[config.mk]
export PLATFORM = sky130hd
export DESIGN_NAME = spi_port_arbiter
export DESIGN_NICKNAME = d
export VERILOG_FILES = /design/src/rtl/spi_arb_pkg.sv /design/src/rtl/spi_arb_sync.sv /design/src/rtl/spi_port_arbiter.sv
export SDC_FILE = /design/constraint.sdc
export NUM_CORES = 1
export LEC_CHECK = 0
export BUFFER_PORTS_ARGS = -buffer_cell sky130_fd_sc_hd__buf_2
export CORE_ASPECT_RATIO = 0.75
export CORE_MARGIN = 2
export CORE_UTILIZATION = 40
export DETAILED_ROUTE_END_ITERATION = 7
export SLEW_MARGIN = 10
export SYNTH_ARGS = -nofsm -noshare
export SYNTH_HDL_FRONTEND = slang
export SYNTH_HIERARCHICAL = 1
export SYNTH_SLANG_ARGS = --single-unit
[constraint.sdc]
create_clock -name clk_sys -period 1.8 [get_ports clk_sys]
set_input_delay 0.27 -clock clk_sys [delete_from_list [all_inputs] [get_ports clk_sys]]
set_output_delay 0.27 -clock clk_sys [all_outputs]
set_load 0.01 [all_outputs]
[src/rtl/spi_arb_pkg.sv]
// rtl/spi_arb_pkg.sv - shared state encoding and SPI idle levels for the port arbiter
package spi_arb_pkg;

  typedef enum logic [1:0] {
    IDLE   = 2'd0,
    GRANT  = 2'd1,
    ACTIVE = 2'd2,
    DRAIN  = 2'd3
  } arb_state_t;

  localparam logic SS_IDLE   = 1'b1;
  localparam logic SCK_IDLE  = 1'b0;
  localparam logic MOSI_IDLE = 1'b0;

  localparam int CNT_W = 8;

endpackage

[src/rtl/spi_arb_sync.sv]
// rtl/spi_arb_sync.sv - N-bit multi-stage synchroniser with a per-bit reset level
module spi_arb_sync #(
  parameter int             W      = 1,
  parameter int             STAGES = 2,
  parameter logic [W-1:0]   INIT   = '0
) (
  input  logic         clk_sys,
  input  logic         reset,
  input  logic [W-1:0] d,
  output logic [W-1:0] q
);

  logic [W-1:0] stage [STAGES];

  always_ff @(posedge clk_sys) begin
    if (reset) begin
      for (int i = 0; i < STAGES; i++) stage[i] <= INIT;
    end else begin
      stage[0] <= d;
      for (int i = 1; i < STAGES; i++) stage[i] <= stage[i-1];
    end
  end

  assign q = stage[STAGES-1];

endmodule

[src/rtl/spi_port_arbiter.sv]
// rtl/spi_port_arbiter.sv - arbitrates several SPI initiators onto one shared target
module spi_port_arbiter #(
  parameter int NCH         = 2,
  parameter int SYNC_STAGES = 2,
  parameter int IDLE_CYC    = 4,
  parameter int RR_MODE     = 0
) (
  input  logic                   clk_sys,
  input  logic                   reset,
  input  logic [NCH-1:0]         ss_n,
  input  logic [NCH-1:0]         sck_in,
  input  logic [NCH-1:0]         mosi_in,
  output logic                   sck_out,
  output logic                   mosi_out,
  output logic                   ss_out_n,
  input  logic                   miso_in,
  output logic [NCH-1:0]         miso_oe,
  output logic [$clog2(NCH)-1:0] owner,
  output logic                   owner_valid,
  output logic                   collision
);
  import spi_arb_pkg::*;

  localparam int OW = $clog2(NCH);
  localparam logic [CNT_W-1:0] DRAIN_LAST = CNT_W'(IDLE_CYC - 1);

  arb_state_t       state;
  logic [NCH-1:0]   ss_s, sck_s, mosi_s, ss_prev, own_mask, ss_fall;
  logic             own_ss, own_sck, own_mosi, req_any, found;
  logic [OW-1:0]    win, rr_ptr, cand;
  logic [CNT_W-1:0] drain_cnt;
  int               idx;
  logic             unused_miso;

  // The return line is steered by the board-level tri-states via miso_oe.
  assign unused_miso = miso_in;

  spi_arb_sync #(.W(NCH), .STAGES(SYNC_STAGES), .INIT({NCH{SS_IDLE}})) u_sync_ss (
    .clk_sys(clk_sys), .reset(reset), .d(ss_n), .q(ss_s)
  );
  spi_arb_sync #(.W(NCH), .STAGES(SYNC_STAGES), .INIT({NCH{SCK_IDLE}})) u_sync_sck (
    .clk_sys(clk_sys), .reset(reset), .d(sck_in), .q(sck_s)
  );
  spi_arb_sync #(.W(NCH), .STAGES(SYNC_STAGES), .INIT({NCH{MOSI_IDLE}})) u_sync_mosi (
    .clk_sys(clk_sys), .reset(reset), .d(mosi_in), .q(mosi_s)
  );

  // Search starts at 0 for fixed priority, or just after the last owner for round-robin.
  always_comb begin
    win   = '0;
    found = 1'b0;
    idx   = 0;
    cand  = '0;
    for (int i = 0; i < NCH; i++) begin
      idx = (RR_MODE != 0) ? int'(rr_ptr) + 1 + i : i;
      if (idx >= NCH) idx = idx - NCH;
      cand = OW'(idx);
      if (!found && !ss_s[cand]) begin
        win   = cand;
        found = 1'b1;
      end
    end
  end

  always_comb begin
    own_mask        = '0;
    own_mask[owner] = 1'b1;
  end

  assign own_ss   = ss_s[owner];
  assign own_sck  = sck_s[owner];
  assign own_mosi = mosi_s[owner];
  assign ss_fall  = ss_prev & ~ss_s;
  assign req_any  = ~&ss_s;

  always_ff @(posedge clk_sys) begin
    if (reset) begin
      state       <= IDLE;
      owner       <= '0;
      owner_valid <= 1'b0;
      ss_out_n    <= SS_IDLE;
      sck_out     <= SCK_IDLE;
      mosi_out    <= MOSI_IDLE;
      miso_oe     <= '0;
      collision   <= 1'b0;
      rr_ptr      <= OW'(NCH - 1);
      drain_cnt   <= '0;
      ss_prev     <= {NCH{SS_IDLE}};
    end else begin
      ss_prev   <= ss_s;
      collision <= (state != IDLE) && (|(ss_fall & ~own_mask));

      // Outside IDLE the bus mirrors the owner one cycle behind the synchronisers.
      if (state != IDLE) begin
        ss_out_n <= own_ss;
        sck_out  <= own_sck;
        mosi_out <= own_mosi;
      end

      case (state)
        IDLE: begin
          if (req_any) begin
            owner       <= win;
            rr_ptr      <= win;
            owner_valid <= 1'b1;
            state       <= GRANT;
          end
        end
        GRANT: begin
          miso_oe <= own_mask;
          state   <= ACTIVE;
        end
        ACTIVE: begin
          if (own_ss) begin
            drain_cnt <= '0;
            state     <= DRAIN;
          end
        end
        DRAIN: begin
          if (!own_ss) begin
            state <= ACTIVE;
          end else if (own_sck) begin
            drain_cnt <= '0;
          end else if (drain_cnt >= DRAIN_LAST) begin
            owner_valid <= 1'b0;
            miso_oe     <= '0;
            ss_out_n    <= SS_IDLE;
            sck_out     <= SCK_IDLE;
            mosi_out    <= MOSI_IDLE;
            state       <= IDLE;
          end else if (drain_cnt != '1) begin
            drain_cnt <= drain_cnt + 1'b1;
          end
        end
        default: state <= IDLE;
      endcase
    end
  end

endmodule

==> results.toml <==
[sta]
fmax_mhz = 609.1
rsz0062_at_grt = "no"
setup_viol = 0
fin_crit_sh_pct = 91.22
drv_slew = 0
worst_slew_pin_slew_ns = 0.5058
min_period_ns = 1.642
max_slew_margin_pct = 66.28
setup_tns_ns = 0
timing.hold.ws_ns = 0.1635
worst_slack_ns = 0.1581
finalClockSkew_ns = 0.005759
finalHoldViolations = 0

[routing]
detail_route.wirelength_mm = 1.951
drc = 0
wl_per_cell_um = 11.54
dr.pass1.iters = 4
vias = 813
first_iter_violations = 14
via_per_inst = 4.811
ant_nets = 0

[critical_path]
crit_slowest_cell = "dfxtp_1"
cp_data_required_time_ns = 1.97
critPathTopFamily = "simple AND/OR/NAND/NOR gates"
critical_path.cell_chain = "ha_1 -> nor4_1 -> nand2_1 -> a21oi_2 -> mux2_4"
reg2reg_to = "drain_cnt[0]"
critical_path_buf_inv_count = 0
path_max_fanout = 4
rr_startpoint = "drain_cnt[0]"
cp.arrival_ns = 1.81
ff2ff_path_depth = 5
r2r_slack_ns = 0.16
crit_type = "reg -> reg"
cpPeakStageDelay_ns = 0.33
end_kind = "flip-flop"
start_kind = "flip-flop"

[cts]
clockRootBuffer = "clkbuf_8"
clock-sinks = 32
clk_pin_slew_ns = 0.06
htree_levels = 2
numCtsBuffers = 5
ctsHoldBuffers = 0
cts_setup_buffers = 0
cts_buffer_depth = 2
cts_resized = 0
insertion_delay_ns = 0.28
cts_tree = "built"

[layout]
drive_above_1_share_pct = 25.95
antenna_cells = 0
layout_common_cells = "32 x dfxtp_1, 15 x buf_2, 9 x nor2b_1, 8 x nor2_1"
synthToLayoutAreaGrowth_pct = 10.41
post-route-util_pct = 46.55
layout_commonest_cell = "dfxtp_1"
nets = 141

[logic_synthesis]
synth.yosys.seq_area_share_pct = 51.77
synth-seq-cells = 32
syn-num-nets = 129
ys_warn_count = 6
syn_inst = 119
synth_area_um2 = 1237
synth_cell_types = 38
syn_area_per_cell_um2 = 10.40

[floorplan]
ios = 17
core.rowCount = 17
die-area_um2 = 3559
initial_utilization_pct = 42.16
core-area_um2 = 2935
fp.dieW_um = 68.23
fp.dieH_um = 52.17

[global_routing]
use_met3_pct = 5.161
grt_pass1_wl_mm = 3.222
grt_start_max_net_pins = 33
overflow = 0
track_usage_pct = 13.13
use_met1_pct = 16.10
grt_pass1_vias = 742
antenna_found_initial = 0
gr-usage-met2_pct = 17.80
busiest_layer = "met2"

[status]
status = "completed"

[worst_hold_path]
hp-start = "ss_n[1]"
min_path_type = "in -> reg"
min_path_cells = 2
min_to = "u_sync_ss/stage[0][1]"

[power_and_ir_drop]
powerDensity_nw_per_um2 = 1037
peakVddDrop_v = 0.0004956
power_mw = 1.416
leakagePower_nw = 0.5979

[placed_design]
gp_congestion = 0.8219
hpwl_mm = 1.353
pre_cts_ws_ns = 0.1582
port_buffers = 15

[flow_run]
drv_cap = 0
[cells by family (layout without fill, tap and decap cells)]
logic type	count (synthesis)	count (layout)	synth area share, %
AOI/OAI and AO/OA	21	21	13.35
and+or+nand+nor	48	48	22.14
muxes	4	4	4.752
DFF	32	32	51.77
buffers and inverters	13	25	6.977
adders and majority gates	1	1	1.011
[power by group]
part | leakage [nW] | switching (mW) | internal, mW
Sequential | 0.262 | 0.0317 | 0.746
Clock | 0.0410 | 0.232 | 0.262
Combinational | 0.295 | 0.0764 | 0.0684
Total | 0.598 | 0.340 | 1.08
[Yosys cell counts (all sizes together)]
master	n	area, um^2
o21bai	1	7.510
nor3	4	20.02
o211a	2	20.02
or3	1	6.260
nor3b	2	15.01
ha	1	12.51
mux2i	2	32.53
nor4	1	6.260
a21oi	6	33.78
dfxtp	32	640.6
and3	3	23.77
clkbuf	2	7.510
o21ba	1	10.01
nand3	2	10.01
or4	1	7.510
nand2b	2	12.51
nor2	8	30.03
and2	5	31.28
buf	9	71.32
o22ai	1	12.51
nor2b	9	56.30
nand2	3	11.26
or2	7	43.79
a211oi	3	22.52
a21o	2	16.27
inv	2	7.510
a31oi	1	6.260
mux2	2	26.27
a22o	2	18.77
a32oi	2	17.52
[metal layers]
layer / wire (um) / up-vias / part of all wire, %
met1: 1007 / 356 / 52
met5: 0 / - / 0
met3: 129 / 8 / 6.6
met2: 747 / 21 / 38
li1: - / 428 / -
met4: 67 / 0 / 3.4
[worst max-delay path by stage]
stage               depth (start not counted)           end  slack, ns          from
finish                                      5  drain_cnt[0]       0.16  drain_cnt[0]
global route                                5  drain_cnt[0]       0.03  drain_cnt[0]
CTS                                         5  drain_cnt[0]       0.15  drain_cnt[0]
detailed placement                          5  drain_cnt[0]       0.16  drain_cnt[0]
global placement                            4   owner_valid       0.21         owner
floorplan                                   5  drain_cnt[0]       0.32         owner
[flip-flops by register name (all words and copies together), names as in the netlist]
signal and cells:
drain_cnt 8, collision 1, ss_prev 2, ss_out_n 1, owner 1, owner_valid 1, sck_out 1, miso_oe 2
u_sync_ss/stage 4, u_sync_mosi/stage 4, u_sync_sck/stage 4, mosi_out 1, state 2
[stage by stage]
stage               std cells  cell area (um^2)
floorplan                 119              1237
global placement          162              1289
detailed placement        162              1289
CTS                       169              1366
global route              169              1366
finish                    169              1366
[cell type report]
class	count	area, um^2
tap	38	47.55
clock buffer	6	72.57
clock inverter	1	5.005
sequential	32	640.6
fill	283	1569
timing repair buffer	16	82.58
inverter	2	7.507
multi-input combinational	74	510.5
No activity file was read; power rests on OpenSTA's default activity.
